<file path="config.mk">
export PLATFORM = sky130hd
export DESIGN_NAME = rs_issue_scheduler
export DESIGN_NICKNAME = d
export VERILOG_FILES = /design/src/rtl/rs_issue_scheduler_pkg.sv /design/src/rtl/rs_issue_scheduler_age_matrix.sv /design/src/rtl/rs_issue_scheduler.sv
export SDC_FILE = /design/constraint.sdc
export NUM_CORES = 1
export LEC_CHECK = 0
export CORE_MARGIN = 3
export CORE_UTILIZATION = 30
export CTS_CLUSTER_DIAMETER = 60
export DETAILED_ROUTE_END_ITERATION = 10
export GPL_TIMING_DRIVEN = 0
export MAX_ROUTING_LAYER = met4
export SLEW_MARGIN = 20
export SYNTH_ARGS = -nofsm -noshare
export SYNTH_HDL_FRONTEND = slang
export SYNTH_SLANG_ARGS = --single-unit
</file>
<file path="constraint.sdc">
create_clock -name clk_in -period 2.3 [get_ports clk_in]
set_input_delay 0.23 -clock clk_in [delete_from_list [all_inputs] [get_ports clk_in]]
set_output_delay 0.23 -clock clk_in [all_outputs]
set_load 0.05 [all_outputs]
</file>
<file path="src/rtl/rs_issue_scheduler_pkg.sv">
// Shared constants and types for the reservation-station issue scheduler.
package rs_issue_scheduler_pkg;

   localparam int unsigned RSSize     = 16;
   localparam int unsigned RSIdxWidth = $clog2(RSSize);

   localparam logic TRUE  = 1'b1;
   localparam logic FALSE = 1'b0;
   localparam logic ZERO  = 1'b0;

   // Dispatch register state: IDLE means no offer is pending to EX.
   typedef enum logic {
      DISP_IDLE  = 1'b0,
      DISP_OFFER = 1'b1
   } disp_state_e;

endpackage

</file>
<file path="src/rtl/rs_issue_scheduler_age_matrix.sv">
// rs_age_matrix: RS_SIZE x RS_SIZE relative-age bits. age[j][i]=1 means slot j
// is older than slot i. Produces a one-hot vector of the oldest requester.
module rs_age_matrix #(
   parameter int unsigned RS_SIZE = 16
) (
   input  logic               clk_in,
   input  logic               rst_n_in,
   input  logic               en_in,
   input  logic               flush_in,
   input  logic [RS_SIZE-1:0] alloc_oh_in,
   input  logic [RS_SIZE-1:0] valid_in,
   input  logic [RS_SIZE-1:0] req_in,
   output logic [RS_SIZE-1:0] oldest_oh_out
);

   logic [RS_SIZE-1:0] age_q [RS_SIZE];
   logic [RS_SIZE-1:0] age_d [RS_SIZE];
   logic               older;

   // Next age state: a new slot is younger than every currently valid slot.
   always_comb begin
      for (int unsigned j = 0; j < RS_SIZE; j++) begin
         age_d[j] = age_q[j];
      end
      if (flush_in) begin
         for (int unsigned j = 0; j < RS_SIZE; j++) begin
            age_d[j] = '0;
         end
      end else if (en_in) begin
         for (int unsigned j = 0; j < RS_SIZE; j++) begin
            for (int unsigned i = 0; i < RS_SIZE; i++) begin
               if (alloc_oh_in[i]) begin
                  age_d[j][i] = valid_in[j];
               end
            end
            if (alloc_oh_in[j]) begin
               age_d[j] = '0;
            end
         end
      end
   end

   // Oldest requester: no other requester is marked older than it.
   always_comb begin
      oldest_oh_out = '0;
      older         = 1'b0;
      for (int unsigned i = 0; i < RS_SIZE; i++) begin
         older = 1'b0;
         for (int unsigned j = 0; j < RS_SIZE; j++) begin
            older = older | (req_in[j] & age_q[j][i]);
         end
         oldest_oh_out[i] = req_in[i] & ~older;
      end
   end

   // Age state register.
   always_ff @(posedge clk_in or negedge rst_n_in) begin
      if (!rst_n_in) begin
         age_q <= '{default: '0};
      end else begin
         age_q <= age_d;
      end
   end

endmodule

</file>
<file path="src/rtl/rs_issue_scheduler.sv">
// rs_issue_scheduler: RS slot allocation and oldest-ready-first dispatch to EX.
// Optional statistics counters are built when RS_SCHED_STATS_EN is defined.
module rs_issue_scheduler
   import rs_issue_scheduler_pkg::*;
#(
   parameter int unsigned RS_SIZE = RSSize,
   parameter int unsigned IDX_W   = RSIdxWidth
) (
   input  logic               clk_in,
   input  logic               rst_n_in,
   input  logic               rdy_in,
   input  logic               clear_branch_in,
   input  logic               alloc_req_in,
   output logic               alloc_gnt_out,
   output logic [IDX_W-1:0]   alloc_idx_out,
   output logic               full_out,
   input  logic [RS_SIZE-1:0] ready_vec_in,
   output logic               disp_valid_out,
   output logic [IDX_W-1:0]   disp_idx_out,
   input  logic               disp_ready_in,
   output logic [RS_SIZE-1:0] busy_vec_out,
   output logic [31:0]        stat_disp_out,
   output logic [31:0]        stat_stall_out
);

   logic [RS_SIZE-1:0] valid_q, valid_d;
   logic [RS_SIZE-1:0] inflight_q, inflight_d;
   disp_state_e        disp_state_q, disp_state_d;
   logic [IDX_W-1:0]   disp_idx_q, disp_idx_d;

   logic [RS_SIZE-1:0] alloc_oh, cand, oldest_oh, disp_oh;
   logic [IDX_W-1:0]   alloc_idx, win_idx;
   logic               full, grant, advance, flush;
   logic               disp_valid, handshake, load;

   // Free-slot search: lowest-index free slot, 0 when full.
   always_comb begin
      alloc_idx = '0;
      for (int unsigned i = RS_SIZE; i > 0; i--) begin
         if (!valid_q[i-1]) begin
            alloc_idx = IDX_W'(i - 1);
         end
      end
   end

   // Control terms shared by allocation and dispatch.
   always_comb begin
      advance    = rdy_in & ~clear_branch_in;
      flush      = rdy_in & clear_branch_in;
      full       = &valid_q;
      grant      = alloc_req_in & ~full & advance;
      alloc_oh   = grant ? (RS_SIZE'(1) << alloc_idx) : '0;
      cand       = valid_q & ~inflight_q & ready_vec_in;
      disp_valid = (disp_state_q == DISP_OFFER);
      disp_oh    = RS_SIZE'(1) << disp_idx_q;
      handshake  = disp_valid & disp_ready_in & rdy_in;
      load       = advance & (~disp_valid | disp_ready_in);
   end

   rs_age_matrix #(
      .RS_SIZE (RS_SIZE)
   ) u_age (
      .clk_in        (clk_in),
      .rst_n_in      (rst_n_in),
      .en_in         (advance),
      .flush_in      (flush),
      .alloc_oh_in   (alloc_oh),
      .valid_in      (valid_q),
      .req_in        (cand),
      .oldest_oh_out (oldest_oh)
   );

   // One-hot winner to slot index.
   always_comb begin
      win_idx = '0;
      for (int unsigned i = 0; i < RS_SIZE; i++) begin
         if (oldest_oh[i]) begin
            win_idx = IDX_W'(i);
         end
      end
   end

   // Next slot and dispatch state; everything holds while rdy_in is low.
   always_comb begin
      valid_d      = valid_q;
      inflight_d   = inflight_q;
      disp_state_d = disp_state_q;
      disp_idx_d   = disp_idx_q;
      if (flush) begin
         valid_d      = '0;
         inflight_d   = '0;
         disp_state_d = DISP_IDLE;
      end else if (advance) begin
         valid_d    = (valid_q | alloc_oh) & ~(handshake ? disp_oh : '0);
         inflight_d = inflight_q & ~(handshake ? disp_oh : '0);
         if (load) begin
            inflight_d   = inflight_d | oldest_oh;
            disp_state_d = (|cand) ? DISP_OFFER : DISP_IDLE;
            disp_idx_d   = win_idx;
         end
      end
   end

   // Slot and dispatch registers.
   always_ff @(posedge clk_in or negedge rst_n_in) begin
      if (!rst_n_in) begin
         valid_q      <= '0;
         inflight_q   <= '0;
         disp_state_q <= DISP_IDLE;
         disp_idx_q   <= '0;
      end else begin
         valid_q      <= valid_d;
         inflight_q   <= inflight_d;
         disp_state_q <= disp_state_d;
         disp_idx_q   <= disp_idx_d;
      end
   end

`ifdef RS_SCHED_STATS_EN
   logic [31:0] stat_disp_q, stat_disp_d;
   logic [31:0] stat_stall_q, stat_stall_d;

   // Counter increments; both wrap naturally at 2^32.
   always_comb begin
      stat_disp_d  = stat_disp_q + (handshake ? 32'd1 : 32'd0);
      stat_stall_d = stat_stall_q +
                     ((disp_valid & ~disp_ready_in & rdy_in) ? 32'd1 : 32'd0);
   end

   // Statistics registers, kept across flushes.
   always_ff @(posedge clk_in or negedge rst_n_in) begin
      if (!rst_n_in) begin
         stat_disp_q  <= '0;
         stat_stall_q <= '0;
      end else begin
         stat_disp_q  <= stat_disp_d;
         stat_stall_q <= stat_stall_d;
      end
   end

   assign stat_disp_out  = stat_disp_q;
   assign stat_stall_out = stat_stall_q;
`else
   assign stat_disp_out  = '0;
   assign stat_stall_out = '0;
`endif

   assign alloc_gnt_out  = grant;
   assign alloc_idx_out  = alloc_idx;
   assign full_out       = full;
   assign disp_valid_out = disp_valid;
   assign disp_idx_out   = disp_idx_q;
   assign busy_vec_out   = valid_q;

endmodule

</file>
==> impl_metrics.env, run 1 <==
export IMPL_vias=14400
export IMPL_rr_worst_depth=9
export IMPL_vias_per_cell=5.97
export IMPL_crit_type="register to output port"
export IMPL_initialDrtViolationCount=1782
export IMPL_endpoint_kind="output port"
export IMPL_ys_types=68
export IMPL_period_minus_slack_ns=2.63
export IMPL_async_flop_share_pct=100
export IMPL_rsz0062_at_grt="yes"
export IMPL_drv_cap=0
export IMPL_hp_class="input pin to async pin"
export IMPL_insertion_delay_ns=0.54
export IMPL_drt_wirelength_per_cell_um=28.9
export IMPL_stdcell_area_um2=21200
export IMPL_worst_setup_path_start_kind="register"
export IMPL_cts_max_path_buffers=3
export IMPL_wirelength_um=69500
export IMPL_yosysTopAreaCellShare_pct=49.6
export IMPL_final_hold_violation_count=0
export IMPL_setup_viol=249
export IMPL_synth_top_area_cell="dfrtp_1"
export IMPL_final_core_util_pct=46.4
export IMPL_drv_slew=0
export IMPL_worstMarginPinSlew_ns=1.15
export IMPL_ys_flop_type="dfrtp_1"
export IMPL_power_leakage_nw=10.3
export IMPL_cp_slowest_cell="dfrtp_2"
export IMPL_hold_ws_ns=0.195
export IMPL_clkTransAtPathRegs_ns=0.06
export IMPL_drive_gt1_share_pct=38.0
export IMPL_cellPowerDensity_nw_per_um2=562
export IMPL_core_area_um2=45700
export IMPL_fin_ws_ns=-0.334
export IMPL_grt_pass1_vias=13200
export IMPL_crit_arrival_ns=2.40
export IMPL_cp_max_fo=5
export IMPL_synth_area_leaders="dfrtp_1 (50%), nand2_1 (4.9%), a21o_1 (3.8%)"
export IMPL_fin_tns_setup_ns=-35.16
export IMPL_antenna_found_initial=1
export IMPL_ys_ff_latch=277
export IMPL_grt_max_degree=83
export IMPL_cp_top_family="compound AO/OA/AOI/OAI gates"
export IMPL_std_cell_rows=78
export IMPL_layout_commonest_cell="dfrtp_1"
export IMPL_place_hpwl_um=44400
export IMPL_critPathMaxStageDelay_ns=0.49
export IMPL_ant_nets=0
export IMPL_status="finished, violations left"
export IMPL_final_cell_mix="dfrtp_1 (249), buf_4 (195), nand2_1 (150)"
export IMPL_fin_skew_ns=0.0233
export IMPL_grtUsageTotal_pct=27.0
export IMPL_ys_warn_count=0
export IMPL_drc=0
export IMPL_die_x_um=222
export IMPL_grt_pass1_wl_um=95400
export IMPL_port_buffers=45
export IMPL_cts_root_buffer="clkbuf_16"
export IMPL_htreeDepth=2
export IMPL_relSlewSlack_pct=23.2
export IMPL_fp_dieH_um=222
export IMPL_crit_buf_inv=4
export IMPL_fmax_mhz=380
export IMPL_grt_ovfl_total=0
export IMPL_violations="setup timing"
export IMPL_cts_made_buffers=34
export IMPL_worst_path_most_repeated_cell="clkbuf_16"
export IMPL_peakVddDrop_uv=431
export IMPL_post_dp_cell_area_um2=15600
export IMPL_first_pass_iters=8
export IMPL_ios=113
export IMPL_synthToLayoutAreaGrowth_pct=51.8
export IMPL_syn_area_um2=14000
export IMPL_synth_seq_area_share_pct=49.6
export IMPL_clkSinkCount=277
export IMPL_synth_edf_count=0
export IMPL_place_gp_congestion=1.04
export IMPL_syn_area_per_cell_um2=9.85
export IMPL_nNetsFinal=1804
export IMPL_die_area_um2=49200
export IMPL_cts_tree="done"
export IMPL_critical_path_cell_chain="clkbuf_16, nand4_1, o221a_4, o21ai_4, inv_4, clkbuf_16, buf_12"
export IMPL_postSynthCellCount=1418
export IMPL_start_util_pct=30.6
export IMPL_cp_data_required_time_ns=2.07
export IMPL_path_depth=7
export IMPL_period_share_pct=115
## layout make-up
type	count	area, µm²
Buffer	159	1540
Multi-Input combinational cell	1005	7720
Clock buffer	51	1030
Fill cell	4185	24500
Tap cell	600	751
Antenna cell	2	5.00
Timing Repair Buffer	273	2970
Clock inverter	7	97.6
Sequential cell	277	6970
Inverter	32	125
## path summary, 6_finish.rpt
check	startpoint	to	slack, ns
min in group clk_in	u_age.age_q[107]$_DFFE_PN0P_	u_age.age_q[107]$_DFFE_PN0P_	0.47
min reg2reg	u_age.age_q[107]$_DFFE_PN0P_	u_age.age_q[107]$_DFFE_PN0P_	0.47
min	rst_n_in	u_age.age_q[92]$_DFFE_PN0P_	0.19
max reg2reg	busy_vec_out[6]$_DFFE_PN0P_	disp_idx_out[1]$_DFFE_PN0P_	-0.26
max	busy_vec_out[9]$_DFFE_PN0P_	alloc_idx_out[0]	-0.33
max in group asynchronous	rst_n_in	u_age.age_q[193]$_DFFE_PN0P_	0.91
## cell usage after synthesis, types with 3 or more instances
cell and instances:
dfrtp_1 277, nand2_1 181, nor2_1 81, a21oi_1 78
a21o_1 71, buf_4 68, nand3_1 63, o21ai_0 60
clkbuf_1 57, nand4b_1 56, mux2i_1 47, and4b_1 42
a22oi_1 40, buf_2 39, inv_1 31, a22o_1 20
and3b_1 19, nand4_1 17, o2111ai_1 17, nor3_1 13
o21a_1 12, nor4_1 11, a2111o_1 8, a2111oi_0 8
a21boi_0 7, a221oi_1 5, o21ai_1 5, or2_2 5
a31o_2 4, and4b_2 4, nand2b_1 4, nand3b_1 4
nor2b_1 4, and3_1 3, buf_1 3, nor2_2 3
nor3b_1 3, nor4_2 3, o21ai_2 3, o31ai_1 3
or3_1 3
## state kept, by name (all words and copies together) (netlist names)
register	cells
u_age.age_q	240
busy_vec_out	16
inflight_q	16
disp_idx_out	4
disp_valid_out	1
## where the power goes
| group | internal, mW | switching, mW | leakage [nW] |
|---|---|---|---|
| sequential | 4.90 | 0.0275 | 3.82 |
| combinational | 0.443 | 1.02 | 5.91 |
| clock | 3.30 | 2.21 | 0.545 |
## layer usage
| metal | track usage [%] | up-vias | share of wire, % |
|---|---|---|---|
| li1 | - | 5781 | - |
| met1 | 34.4 | 7104 | 38 |
| met2 | 38.1 | 1157 | 42 |
| met3 | 8.00 | 315 | 13 |
| met4 | 15.3 | 0 | 7.0 |
| met5 | - | - | 0 |
## worst register-to-register path, cell delays in order, from the launching register on
cell and delay [ns]:
dfrtp_2 0.42, buf_12 0.15, clkbuf_4 0.23, nand4b_1 0.29, o2111ai_2 0.20, nor4_4 0.40, or2_4 0.18, nor3b_2 0.14
a311oi_1 0.07, o32a_1 0.35
## cells by family (layout without fill, tap and decap cells)
group | Yosys count | after routing | share of synthesized area [%]
compound gates | 359 | 359 | 17.6
buf+inv | 201 | 522 | 7.69
flops | 277 | 277 | 49.6
mux | 47 | 47 | 3.37
other cells | 1 | 66 | 0.0268
simple gates | 533 | 535 | 21.7
## through the flow
step | cells | setup slack, ns | power (mW)
6_report | 2406 | -0.334 | 11.9
3_5_place_dp | 2130 | -1.44 | 6.11
5_1_grt | 2405 | -0.359 | 12.2
4_1_cts | 2322 | -0.226 | 11.8
2_1_floorplan | 1481 | -0.0358 | 5.66
3_3_place_gp | 2126 | -12.41 | 6.10
## what timing repair did
item / 4_1_cts / 5_1_grt
buffers inserted: 130 / 87
pin swaps: 111 / 114
cloned: 9 / 8
hold buffers: 1 / 0
resized for setup: 422 / 239
hold endpoints to repair: 50 / 0
endpoints found under the setup margin: 279 / 255
(Power assumes the default switching activity.)
==> run 2, diff against run 1 <==
--- a/config.mk
+++ b/config.mk
@@ -5,12 +5,15 @@
 export SDC_FILE = /design/constraint.sdc
 export NUM_CORES = 1
 export LEC_CHECK = 0
+export CELL_PAD_IN_SITES_DETAIL_PLACEMENT = 0
+export CELL_PAD_IN_SITES_GLOBAL_PLACEMENT = 2
 export CORE_MARGIN = 3
 export CORE_UTILIZATION = 30
 export CTS_CLUSTER_DIAMETER = 60
 export DETAILED_ROUTE_END_ITERATION = 10
 export GPL_TIMING_DRIVEN = 0
 export MAX_ROUTING_LAYER = met4
+export PLACE_DENSITY_LB_ADDON = 0.1
 export SLEW_MARGIN = 20
 export SYNTH_ARGS = -nofsm -noshare
 export SYNTH_HDL_FRONTEND = slang
==> run 2 against run 1 <==
  * The flow still finishes with violations (setup timing)
  * Flip-flop and latch count stayed put
  * Cell count is 0.42% higher
  * Clock power is 10% higher
  * Core utilization is 1.2 points higher
  * Fmax is 1.4% lower
  * Highest routed layer unchanged
==> impl_metrics.env, run 2 (same netlist as run 1, synthesis figures left out) <==
export IMPL_initialDrtViolationCount=1606
export IMPL_vias=14000
export IMPL_grt_ovfl_total=0
export IMPL_nNetsFinal=1810
export IMPL_clkTransAtPathRegs_ns=0.06
export IMPL_final_core_util_pct=47.6
export IMPL_clkSinkCount=277
export IMPL_fmax_mhz=375
export IMPL_cp_slowest_cell="a2111oi_0"
export IMPL_critical_path_cell_chain="and3b_2, buf_12, a2111oi_0, and4_4, or2_4, nor3b_2, a311oi_2, o32a_1"
export IMPL_first_pass_iters=7
export IMPL_cts_root_buffer="clkbuf_16"
export IMPL_power_leakage_nw=10.4
export IMPL_grt_pass1_wl_um=105000
export IMPL_stdcell_area_um2=21700
export IMPL_std_cell_rows=78
export IMPL_power_switching_mw=3.53
export IMPL_setup_viol=239
export IMPL_post_place_ws_ns=-1.69
export IMPL_top_register="u_age.age_q"
export IMPL_fin_ws_ns=-0.370
export IMPL_cp_data_required_time_ns=2.75
export IMPL_worstMarginPinSlew_ns=1.27
export IMPL_crit_type="register to register"
export IMPL_hp_class="input pin to async pin"
export IMPL_drive_gt1_share_pct=41.7
export IMPL_grtUsageTotal_pct=30.8
export IMPL_fin_total_pwr_mw=12.6
export IMPL_die_x_um=222
export IMPL_wirelength_um=76900
export IMPL_pwr_share_seq_pct=39.2
export IMPL_drt_wirelength_per_cell_um=31.8
export IMPL_place_hpwl_um=49000
export IMPL_grt_pass1_vias=13300
export IMPL_internal_power_mw=9.04
export IMPL_place_gp_congestion=0.934
export IMPL_critPathMaxStageDelay_ns=0.57
export IMPL_fp_dieH_um=222
export IMPL_antenna_found_initial=1
export IMPL_fin_skew_ns=0.0261
export IMPL_cts_max_path_buffers=3
export IMPL_status="finished, violations left"
export IMPL_insertion_delay_ns=0.57
export IMPL_cts_tree="done"
export IMPL_swShare_pct=28.1
export IMPL_rsz0062_at_grt="yes"
export IMPL_clkPwrFrac_pct=48.3
export IMPL_vias_per_cell=5.80
export IMPL_drv_slew=0
export IMPL_period_minus_slack_ns=2.67
export IMPL_drc=0
export IMPL_htreeDepth=2
export IMPL_period_share_pct=116
export IMPL_die_area_um2=49200
export IMPL_largest_register_ffs=240
export IMPL_final_cell_mix="dfrtp_1 (249), buf_4 (181), nand2_1 (137)"
export IMPL_relSlewSlack_pct=15.3
export IMPL_drv_cap=0
export IMPL_endpoint_kind="register"
export IMPL_cts_made_buffers=36
export IMPL_worst_setup_path_start_kind="register"
export IMPL_core_area_um2=45700
export IMPL_ios=113
export IMPL_cellPowerDensity_nw_per_um2=578
export IMPL_violations="setup timing"
export IMPL_peakVddDrop_uv=461
export IMPL_final_hold_violation_count=0
export IMPL_fin_tns_setup_ns=-26.68
export IMPL_crit_buf_inv=1
export IMPL_grt_max_degree=73
export IMPL_layout_commonest_cell="dfrtp_1"
export IMPL_power_frac_comb_pct=12.5
export IMPL_port_buffers=45
export IMPL_cp_max_fo=10
export IMPL_crit_arrival_ns=3.12
export IMPL_ant_nets=0
export IMPL_post_dp_cell_area_um2=15700
export IMPL_synthToLayoutAreaGrowth_pct=55.7
export IMPL_start_util_pct=30.6
export IMPL_cp_top_family="simple AND/OR/NAND/NOR gates"
==> run 2: cell types whose count changed in the layout (fill, tap and decap cells not counted), moves of 10 or more <==
cell	delta
buf_6	+14
o21ai_0	-15
o21ai_2	+14
a21oi_2	+10
buf_4	-14
nand2_1	-13
==> run 2: power by group through the flow <==
stage	combinational (mW)	sequential [mW]	clock [mW]
2_1_floorplan	0.588	5.07	0
3_3_place_gp	1.12	5.03	0
3_5_place_dp	1.15	5.02	0
4_1_cts	1.44	4.93	6.13
5_1_grt	1.61	4.93	6.32
6_report	1.57	4.93	6.07
==> run 2: path summary, 6_finish.rpt <==
| kind | to | startpoint | slack, ns | cells past startpoint |
|---|---|---|---|---|
| worst max-delay path | disp_idx_out[1]$_DFFE_PN0P_ | busy_vec_out[3]$_DFFE_PN0P_ | -0.37 | 8 |
| worst min-delay path | u_age.age_q[117]$_DFFE_PN0P_ | rst_n_in | 0.15 | 2 |
| worst max register to register | disp_idx_out[1]$_DFFE_PN0P_ | busy_vec_out[3]$_DFFE_PN0P_ | -0.37 | 8 |
| worst min register to register | u_age.age_q[245]$_DFFE_PN0P_ | u_age.age_q[245]$_DFFE_PN0P_ | 0.47 | 1 |
| max in group asynchronous | u_age.age_q[234]$_DFFE_PN0P_ | rst_n_in | 0.83 | 5 |
| min in group clk_in | disp_valid_out$_DFFE_PN0P_ | disp_ready_in | 0.45 | 4 |
==> run 2: metrics by stage <==
step                      hold slack (ns)  std cells
after floorplan                   -0.0656       1481
after global placement              0.452       2126
after detailed placement            0.155       2131
after CTS                           0.168       2351
after global routing                0.209       2416
final                               0.151       2416
==> run 2: timing repair <==
item / 4_1_cts / 5_1_grt
endpoints found under the setup margin: 281 / 242
gates resized for setup: 513 / 274
gates cloned: 10 / 8
hold endpoints to repair: 91 / 0
hold buffers: 1 / 0
pin swaps: 130 / 169
buffers inserted: 150 / 68
==> run 2: cell type report <==
class                           count  area, µm²
Timing Repair Buffer              276       3130
Sequential cell                   277       6970
Antenna cell                        1       2.50
Clock buffer                       49       1050
Fill cell                        4246      23900
Clock inverter                     16        200
Tap cell                          600        751
Multi-Input combinational cell   1005       7960
Buffer                            160       1560
Inverter                           32        123
==> run 2: routing by layer <==
layer / track usage, % / share of wire, %
met4: 15.0 / 6.5
met3: 5.08 / 8.4
met2: 45.7 / 44
met1: 41.0 / 41
met5: - / 0
